===== src/rtl/dac_adc_pkg.sv =====
`default_nettype none
// ============================================================================
//  Package     : dac_adc_pkg
//  Description : Shared types and constants for the ADS784x-style SPI ADC
//                responder: command layout, FSM state encoding and the
//                channel-select decode table.
//  Revision    : 1.0 - initial release
// ============================================================================
package dac_adc_pkg;

    // Command word layout (as seen after all 8 bits have been shifted in)
    localparam int CMD_W         = 8;
    localparam int START_BIT_POS = 7;
    localparam int CH_FIELD_MSB  = 6;
    localparam int CH_FIELD_LSB  = 4;

    // Responder FSM states
    typedef enum logic [2:0] {
        ST_IDLE   = 3'd0,
        ST_CMD    = 3'd1,
        ST_BUSY   = 3'd2,
        ST_DATA   = 3'd3,
        ST_DONE   = 3'd4,
        ST_IGNORE = 3'd5
    } state_t;

    // Result of decoding the 3-bit channel field
    typedef struct packed {
        logic       valid;
        logic [1:0] idx;
    } chan_sel_t;

    // Channel field -> sample index; codes not listed are not channels we model
    function automatic chan_sel_t chan_map(input logic [2:0] a);
        chan_sel_t r;
        r.valid = 1'b1;
        r.idx   = 2'd0;
        case (a)
            3'b001:  r.idx = 2'd0;
            3'b101:  r.idx = 2'd1;
            3'b010:  r.idx = 2'd2;
            3'b110:  r.idx = 2'd3;
            default: r.valid = 1'b0;
        endcase
        return r;
    endfunction

endpackage
`default_nettype wire


===== src/rtl/adc_spi_responder_if.sv =====
`default_nettype none
// ============================================================================
//  Interface   : adc_spi_responder_if
//  Description : SPI pin bundle between the read master and the ADC
//                responder. The master drives cs/dclk/mosi, the responder
//                drives miso.
//  Revision    : 1.0 - initial release
// ============================================================================
interface adc_spi_responder_if;

    logic cs_i;     // chip select, active low
    logic dclk_i;   // SPI clock, idle low
    logic mosi_i;   // command bits, valid at dclk rise
    logic miso_o;   // response bits, updated after dclk fall

    modport master (
        output cs_i,
        output dclk_i,
        output mosi_i,
        input  miso_o
    );

    modport slave (
        input  cs_i,
        input  dclk_i,
        input  mosi_i,
        output miso_o
    );

endinterface
`default_nettype wire


===== src/rtl/sync_edge.sv =====
`default_nettype none
// ============================================================================
//  Module      : sync_edge
//  Description : Multi-flop synchronizer for an asynchronous pin with
//                single-cycle rise/fall pulses derived from the synchronized
//                level. The reset value sets the idle level so that no
//                spurious edge is reported when reset is released.
//  Revision    : 1.0 - initial release
// ============================================================================
module sync_edge #(
    parameter int   STAGES    = 2,
    parameter logic RESET_VAL = 1'b0
) (
    input  wire logic clk_i,
    input  wire logic rst_i,
    input  wire logic d_i,
    output logic      level_o,
    output logic      rise_o,
    output logic      fall_o
);

    logic [STAGES-1:0] sync_q;
    logic              prev_q;

    // Shift the pin through the synchronizer chain and keep one cycle of history
    always_ff @(posedge clk_i) begin
        if (rst_i) begin
            sync_q <= {STAGES{RESET_VAL}};
            prev_q <= RESET_VAL;
        end else begin
            sync_q <= {sync_q[STAGES-2:0], d_i};
            prev_q <= sync_q[STAGES-1];
        end
    end

    assign level_o = sync_q[STAGES-1];
    assign rise_o  =  sync_q[STAGES-1] & ~prev_q;
    assign fall_o  = ~sync_q[STAGES-1] &  prev_q;

endmodule
`default_nettype wire


===== src/rtl/adc_spi_responder.sv =====
`default_nettype none
// ============================================================================
//  Module      : adc_spi_responder
//  Description : Oversampled SPI responder emulating a 4-channel ADS784x
//                ADC. Receives an 8-bit command on mosi, answers with a busy
//                bit followed by a WIDTH-bit sample (MSB first) on miso.
//                All SPI pins are synchronized to clk_i; there is no SPI
//                clock domain inside.
//  Revision    : 1.0 - initial release
// ============================================================================
module adc_spi_responder
    import dac_adc_pkg::*;
#(
    parameter int WIDTH       = 12,
    parameter int NCH         = 4,
    parameter int SYNC_STAGES = 2
) (
    input  wire logic               clk_i,
    input  wire logic               rst_i,
    adc_spi_responder_if.slave      spi,
    input  wire logic [NCH*WIDTH-1:0] samples_i,
    output logic [CMD_W-1:0]        cmd_o,
    output logic                    cmd_valid_o,
    output logic                    busy_o,
    output logic                    frame_err_o
);

    localparam int                DCNT_W       = $clog2(WIDTH + 1);
    localparam logic [2:0]        CMD_CNT_LAST = 3'(CMD_W - 1);
    localparam logic [DCNT_W-1:0] DATA_CNT_END = DCNT_W'(WIDTH);

    // ------------------------------------------------------------------
    // Pin synchronization and edge detection
    // ------------------------------------------------------------------
    logic w_cs_rise, w_cs_fall;
    logic w_dclk_rise, w_dclk_fall;
    logic w_mosi;
    logic w_cs_level_unused, w_dclk_level_unused;
    logic w_mosi_rise_unused, w_mosi_fall_unused;

    sync_edge #(
        .STAGES    (SYNC_STAGES),
        .RESET_VAL (1'b1)
    ) u_sync_cs (
        .clk_i   (clk_i),
        .rst_i   (rst_i),
        .d_i     (spi.cs_i),
        .level_o (w_cs_level_unused),
        .rise_o  (w_cs_rise),
        .fall_o  (w_cs_fall)
    );

    sync_edge #(
        .STAGES    (SYNC_STAGES),
        .RESET_VAL (1'b0)
    ) u_sync_dclk (
        .clk_i   (clk_i),
        .rst_i   (rst_i),
        .d_i     (spi.dclk_i),
        .level_o (w_dclk_level_unused),
        .rise_o  (w_dclk_rise),
        .fall_o  (w_dclk_fall)
    );

    // mosi goes through the same depth as dclk so its level lines up with the dclk edge
    sync_edge #(
        .STAGES    (SYNC_STAGES),
        .RESET_VAL (1'b0)
    ) u_sync_mosi (
        .clk_i   (clk_i),
        .rst_i   (rst_i),
        .d_i     (spi.mosi_i),
        .level_o (w_mosi),
        .rise_o  (w_mosi_rise_unused),
        .fall_o  (w_mosi_fall_unused)
    );

    // ------------------------------------------------------------------
    // State and datapath registers
    // ------------------------------------------------------------------
    state_t             state_q,     state_d;
    logic [2:0]         cmd_cnt_q,   cmd_cnt_d;
    logic [DCNT_W-1:0]  data_cnt_q,  data_cnt_d;
    logic [CMD_W-1:0]   cmd_sr_q,    cmd_sr_d;
    logic [WIDTH-1:0]   out_sr_q,    out_sr_d;
    logic               miso_q,      miso_d;
    logic [CMD_W-1:0]   cmd_q,       cmd_d;
    logic               cmd_valid_q, cmd_valid_d;
    logic               frame_err_q, frame_err_d;

    // Command register contents once the current mosi bit is shifted in
    logic [CMD_W-1:0]   w_cmd_shift;
    chan_sel_t          w_sel;
    logic [WIDTH-1:0]   w_sample;
    logic               w_ch_found;

    assign w_cmd_shift = {cmd_sr_q[CMD_W-2:0], w_mosi};

    // Decode the channel field and pick the matching sample from the input bus
    always_comb begin
        w_sel      = chan_map(w_cmd_shift[CH_FIELD_MSB:CH_FIELD_LSB]);
        w_sample   = '0;
        w_ch_found = 1'b0;
        for (int k = 0; k < NCH; k++) begin
            if (w_sel.valid && (w_sel.idx == 2'(k))) begin
                w_sample   = samples_i[k*WIDTH +: WIDTH];
                w_ch_found = 1'b1;
            end
        end
    end

    // Next-state logic: cs rise overrides everything, including a dclk edge in the same cycle
    always_comb begin
        state_d     = state_q;
        cmd_cnt_d   = cmd_cnt_q;
        data_cnt_d  = data_cnt_q;
        cmd_sr_d    = cmd_sr_q;
        out_sr_d    = out_sr_q;
        miso_d      = miso_q;
        cmd_d       = cmd_q;
        cmd_valid_d = 1'b0;
        frame_err_d = 1'b0;

        if (w_cs_rise) begin
            state_d = ST_IDLE;
            miso_d  = 1'b0;
            // Leaving before the sample was fully shifted out is an aborted frame
            if ((state_q == ST_CMD) || (state_q == ST_BUSY) || (state_q == ST_DATA)) begin
                frame_err_d = 1'b1;
            end
        end else begin
            case (state_q)
                ST_IDLE: begin
                    miso_d = 1'b0;
                    if (w_cs_fall) begin
                        state_d   = ST_CMD;
                        cmd_cnt_d = '0;
                        cmd_sr_d  = '0;
                    end
                end

                ST_CMD: begin
                    if (w_dclk_rise) begin
                        cmd_sr_d = w_cmd_shift;
                        // The first bit received ends up at START_BIT_POS and must be 1
                        if ((cmd_cnt_q == 3'd0) && !w_mosi) begin
                            frame_err_d = 1'b1;
                            state_d     = ST_IGNORE;
                        end else if (cmd_cnt_q == CMD_CNT_LAST) begin
                            if (w_ch_found) begin
                                out_sr_d    = w_sample;
                                cmd_d       = w_cmd_shift;
                                cmd_valid_d = 1'b1;
                                state_d     = ST_BUSY;
                            end else begin
                                frame_err_d = 1'b1;
                                state_d     = ST_IGNORE;
                            end
                        end else begin
                            cmd_cnt_d = cmd_cnt_q + 3'd1;
                        end
                    end
                end

                ST_BUSY: begin
                    if (w_dclk_fall) begin
                        miso_d     = 1'b0;
                        state_d    = ST_DATA;
                        data_cnt_d = '0;
                    end
                end

                ST_DATA: begin
                    if (w_dclk_fall) begin
                        if (data_cnt_q == DATA_CNT_END) begin
                            miso_d  = 1'b0;
                            state_d = ST_DONE;
                        end else begin
                            miso_d     = out_sr_q[WIDTH-1];
                            out_sr_d   = {out_sr_q[WIDTH-2:0], 1'b0};
                            data_cnt_d = data_cnt_q + DCNT_W'(1);
                        end
                    end
                end

                ST_DONE, ST_IGNORE: begin
                    miso_d = 1'b0;
                end

                default: begin
                    state_d = ST_IDLE;
                    miso_d  = 1'b0;
                end
            endcase
        end
    end

    // Register all state and outputs; reset returns everything to idle
    always_ff @(posedge clk_i) begin
        if (rst_i) begin
            state_q     <= ST_IDLE;
            cmd_cnt_q   <= '0;
            data_cnt_q  <= '0;
            cmd_sr_q    <= '0;
            out_sr_q    <= '0;
            miso_q      <= 1'b0;
            cmd_q       <= '0;
            cmd_valid_q <= 1'b0;
            frame_err_q <= 1'b0;
        end else begin
            state_q     <= state_d;
            cmd_cnt_q   <= cmd_cnt_d;
            data_cnt_q  <= data_cnt_d;
            cmd_sr_q    <= cmd_sr_d;
            out_sr_q    <= out_sr_d;
            miso_q      <= miso_d;
            cmd_q       <= cmd_d;
            cmd_valid_q <= cmd_valid_d;
            frame_err_q <= frame_err_d;
        end
    end

    assign spi.miso_o  = miso_q;
    assign cmd_o       = cmd_q;
    assign cmd_valid_o = cmd_valid_q;
    assign frame_err_o = frame_err_q;
    assign busy_o      = (state_q != ST_IDLE) && (state_q != ST_IGNORE);

endmodule
`default_nettype wire


===== src/flat_wrapper.sv =====
// flat-port wrapper written by rule: the top's interface ports become plain ports
module adc_spi_responder_flat import dac_adc_pkg::*;
#(
    parameter int WIDTH       = 12,
    parameter int NCH         = 4,
    parameter int SYNC_STAGES = 2
)
  (clk_i, rst_i, samples_i, cmd_o, cmd_valid_o, busy_o, frame_err_o, spi_cs_i, spi_dclk_i, spi_mosi_i, spi_miso_o);
  adc_spi_responder_if spi_i ();
  input  wire logic clk_i;
  input  wire logic rst_i;
  input  wire logic [NCH*WIDTH-1:0] samples_i;
  output logic [CMD_W-1:0] cmd_o;
  output logic cmd_valid_o;
  output logic busy_o;
  output logic frame_err_o;
  input wire logic [$bits(spi_i.cs_i)-1:0] spi_cs_i;
  input wire logic [$bits(spi_i.dclk_i)-1:0] spi_dclk_i;
  input wire logic [$bits(spi_i.mosi_i)-1:0] spi_mosi_i;
  output wire logic [$bits(spi_i.miso_o)-1:0] spi_miso_o;
  assign spi_i.cs_i = spi_cs_i;
  assign spi_i.dclk_i = spi_dclk_i;
  assign spi_i.mosi_i = spi_mosi_i;
  assign spi_miso_o = spi_i.miso_o;
  adc_spi_responder #(.WIDTH(WIDTH), .NCH(NCH), .SYNC_STAGES(SYNC_STAGES)) u_core (.clk_i(clk_i), .rst_i(rst_i), .spi(spi_i), .samples_i(samples_i), .cmd_o(cmd_o), .cmd_valid_o(cmd_valid_o), .busy_o(busy_o), .frame_err_o(frame_err_o));
endmodule

===== config.mk =====
export PLATFORM = sky130hd
export DESIGN_NAME = adc_spi_responder_flat
export DESIGN_NICKNAME = d
export VERILOG_FILES = /design/src/rtl/dac_adc_pkg.sv /design/src/rtl/adc_spi_responder_if.sv /design/src/rtl/sync_edge.sv /design/src/rtl/adc_spi_responder.sv /design/src/flat_wrapper.sv
export SDC_FILE = /design/constraint.sdc
export NUM_CORES = 1
export LEC_CHECK = 0
export ABC_AREA = 1
export CAP_MARGIN = 20
export CELL_PAD_IN_SITES_DETAIL_PLACEMENT = 1
export CELL_PAD_IN_SITES_GLOBAL_PLACEMENT = 1
export CORE_MARGIN = 4
export CORE_UTILIZATION = 35
export DETAILED_ROUTE_END_ITERATION = 10
export GPL_ROUTABILITY_DRIVEN = 0
export HOLD_SLACK_MARGIN = 0.06
export PLACE_DENSITY = 0.9
export SLEW_MARGIN = 0
export SYNTH_ARGS = -nofsm -noshare
export SYNTH_HDL_FRONTEND = slang
export SYNTH_SLANG_ARGS = --single-unit

===== constraint.sdc =====
create_clock -name clk_i -period 2.2 [get_ports clk_i]
set_input_delay 0.22 -clock clk_i [delete_from_list [all_inputs] [get_ports clk_i]]
set_output_delay 0.22 -clock clk_i [all_outputs]
set_load 0.1 [all_outputs]

==> results <==
-- report_power, final --
part / internal, mW / total, mW / leakage [nW] / switching, mW
sequential: 0.905 / 0.960 / 0.389 / 0.0555
clock: 0.226 / 0.546 / 0.0445 / 0.320
combinational: 0.339 / 1.06 / 1.05 / 0.719
total: 1.47 / 2.56 / 1.49 / 1.09
-- repair_timing --
item                                    4_1_cts  5_1_grt
setup buffers                                 0        0
endpoints found under the setup margin        0       11
gates resized for setup                       0        3
-- final cells by class --
cell class,instances,share of cell area [%]
multi-input cells,307,43.8
well taps,102,3.54
flip-flops and latches,48,26.7
clock inverters,3,0.591
clock buffers,5,1.91
repair buffers,78,19.9
inverters,34,3.58
-- per-stage QoR --
stage	instance area (um2)	util [%]	setup slack (ns)	hold slack, ns	std cells
after global routing	3600	46.8	0.0430	0.443	577
after CTS	3580	46.6	0.0574	0.405	576
after floorplan	2770	-	0.400	0.324	409
final	3600	46.8	0.221	0.407	577
after detailed placement	3490	45.5	0.0892	0.401	568
after global placement	3490	45.5	0.303	0.391	568
-- sequential cells by signal, indices dropped and copies added (netlist names) --
signal,flops
u_core.u_sync_mosi.sync_q,2
u_core.u_sync_dclk.sync_q,2
u_core.cmd_valid_o,1
u_core.u_sync_cs.sync_q,2
u_core.cmd_sr_q,7
u_core.spi.miso_o,1
u_core.cmd_cnt_q,3
u_core.out_sr_q,12
u_core.data_cnt_q,4
u_core.state_q,3
u_core.u_sync_cs.prev_q,1
u_core.frame_err_o,1
u_core.u_sync_dclk.prev_q,1
u_core.cmd_o,8
-- worst reg2reg max path, cell delays in order (launching register included) --
cell     delay, ns
dfxtp_1       0.43
inv_1         0.10
ha_1          0.36
inv_1         0.07
nor2_1        0.04
nor2_1        0.10
nand2_1       0.09
nor2_2        0.22
nand2_4       0.17
nor2_1        0.14
nand2_1       0.07
a21oi_1       0.12
-- synth_stat cells, types with 3 or more instances --
master / count / area (um2)
nand2_1: 94 / 353
nor2_1: 52 / 195
dfxtp_1: 48 / 961
nand3_1: 39 / 195
inv_1: 31 / 116
a21oi_1: 29 / 145
o21ai_0: 20 / 100
nand4_1: 15 / 93.8
nor2_2: 10 / 62.6
a21oi_2: 8 / 70.1
ha_1: 8 / 100
a31oi_1: 7 / 43.8
buf_2: 7 / 35.0
clkbuf_1: 7 / 26.3
o22ai_1: 4 / 25.0
buf_1: 3 / 11.3
buf_6: 3 / 33.8
nand2_2: 3 / 18.8
-- worst paths after layout --
check,start,to,slack (ns),cells past startpoint
setup reg to reg,u_core.cmd_sr_q[3],u_core.out_sr_q[4],0.22,11
setup / recovery,u_core.cmd_sr_q[3],u_core.out_sr_q[4],0.22,11
hold reg to reg,u_core.u_sync_dclk.sync_q[0],u_core.u_sync_dclk.sync_q[1],0.41,2
hold / removal,spi_mosi_i,u_core.u_sync_mosi.sync_q[0],0.41,3
-- per-layer routing --
layer / up-vias / GRT usage, % / part of all wire [%]
li1: 1471 / - / -
met1: 1384 / 21.9 / 43
met2: 81 / 32.1 / 50
met3: 7 / 3.75 / 5.4
met4: 0 / 4.54 / 1.0
met5: - / 0 / 0
-- cells in the final DEF (no fill, tap or decap), types with 2 or more instances in the layout --
master / count
nand2_1: 93
clkdlybuf4s50_1: 52
nor2_1: 51
dfxtp_1: 48
nand3_1: 39
inv_1: 31
a21oi_1: 29
buf_4: 26
o21ai_0: 20
nand4_1: 15
nor2_2: 11
a21oi_2: 8
ha_1: 8
a31oi_1: 7
clkbuf_8: 5
nand2_2: 4
o22ai_1: 4
inv_2: 2
nand3_2: 2
nor2_4: 2
nor3_2: 2
or2_2: 2
clkinv_2: 2
nand3b_1: 2
-- cell families after synthesis --
group	after synthesis
compound gates	70
buf+inv	55
flops	48
simple gates	228
fa+ha+maj	8
==> key figures <==
Outcome
  – Status: complete, no violations

Global routing
  – Initial antenna violation count: 0
  – Total global-route track usage: approximately 18%
  – First-pass GRT wire length: about 14000 um
  – GR Overflow Total: 0
  – Largest net degree at the start of global routing: 25
  – Vias in the first global route: 3065

Timing
  – Final Hold Viols: 0
  – Setup TNS: 0 ns
  – Fin crit share: 89.9%
  – Number of setup violations in the final report: 0
  – Slew HR: just under 70%
  – RSZ-0062 raised after global routing: false
  – Pins Over Slew Limit: 0
  – Max Clk Rate: 0.505 GHz
  – Min Tclk post-route: a little under 2 ns
  – Skew final: 0.0158 ns
  – Least-Margin Pin Slew: ~0.46 ns

Worst setup path
  – Crit path launch type: flop
  – Kind of critical path: flop to flop
  – CP endpoint kind: flop
  – Worst path slowest cell: dfxtp_1
  – Max FO, Critical Path: 12
  – Critical-path cell list: inv_1 -> ha_1 -> inv_1 -> nor2_1 -> nor2_1 -> nand2_1 -> nor2_2 -> nand2_4 -> nor2_1 -> nand2_1 -> a21oi_1
  – Top cell by count, worst path: nor2_1
  – Worst path top cell family by delay: simple AND/OR/NAND/NOR gates
  – CP required: about 2.4 ns
  – Crit path largest cell delay: ~0.43 ns
  – Buf/Inv on CP: 2
  – Arr. time, crit path: around 2.2 ns

Clock tree
  – H-tree levels: 2
  – Clk_lat worst skew: 0.32 ns
  – Max clock buf depth: 2
  – CTS Buf Count: 5
  – Clock Sink Count: 48
  – Clock Pin Slew Worst Setup and Hold Paths: roughly 0.1 ns
  – TritonCTS clock tree: done
  – CTS root buf: clkbuf_8
  – Hold-fix buffers, CTS: 0

Floorplanning
  – Die area: 0.00939 mm2
  – Starting Density: approximately 36%
  – Die Height: between 90 and 100 um
  – Num ports: 65
  – Die X: just under 100 um
  – Row cnt: 32
  – Core area: a little under 0.008 mm2

Cells and area
  – Footprint of the multi-input gates: between 0.0015 and 0.002 mm2
  – Area delta synth->final: 30.2%
  – Share of layout cells above drive strength 1: around 15%
  – Final #Nets: approximately 540
  – Register area: a little under 0.001 mm2
  – Diode count: 0
  – Fill cells: between 1000 and 1500

Synth
  – Synth Instances: 409
  – Synthesized flop and latch total: 48
  – EDFF count, synth: 0
  – Post-synthesis mux area share: 0%
  – Fraction of registers with async set/reset: 0%
  – Warnings from Yosys: 0
  – Mapped Avg Cell Area: roughly 6.8 um2
  – Most used DFF post-synth: dfxtp_1
  – Synthesized area: 0.00277 mm2
  – Compound-Gate Fraction of Synth Area: about 14%
  – Main combinational cell family by area after synthesis: simple AND/OR/NAND/NOR gates
  – Xor/xnor cell area share of the yosys netlist: 0%
  – Post-Synth Adder-Cell Area: 3.62%
  – Post-Synth Simple-Gate Area: about two fifths
  – Distinct cells, synth: 33
  – Mapped Nets: between 400 and 500
  – Sequential cell area fraction in the yosys report: a little over a third

Pwr
  – Worst VDD drop: between 0.3 and 0.4 mV
  – Pwr dens: roughly 710 mW/mm2
  – LEAKAGE: approximately 1.5 nW
  – Total chip power: roughly 2.6 mW

Routing
  – DR DRC count: 0
  – Antenna-violating nets left: 0
  – Routed len/inst: 14.5 um
  – Via/cell ratio: just over 5
  – Total routed wirelength: 8390 um
  – Router iterations before antenna repair: 4
  – Vias: 2943
  – Initial DRC count: slightly above 70

Hold path
  – Hold/Removal Path Class: primary input to flop

Flow run
  – Max Cap Viol: 0

Place
  – Port Buffers: 64
  – DPL Wire Length: ~6500 um
No activity file was read; power rests on OpenSTA's default activity.
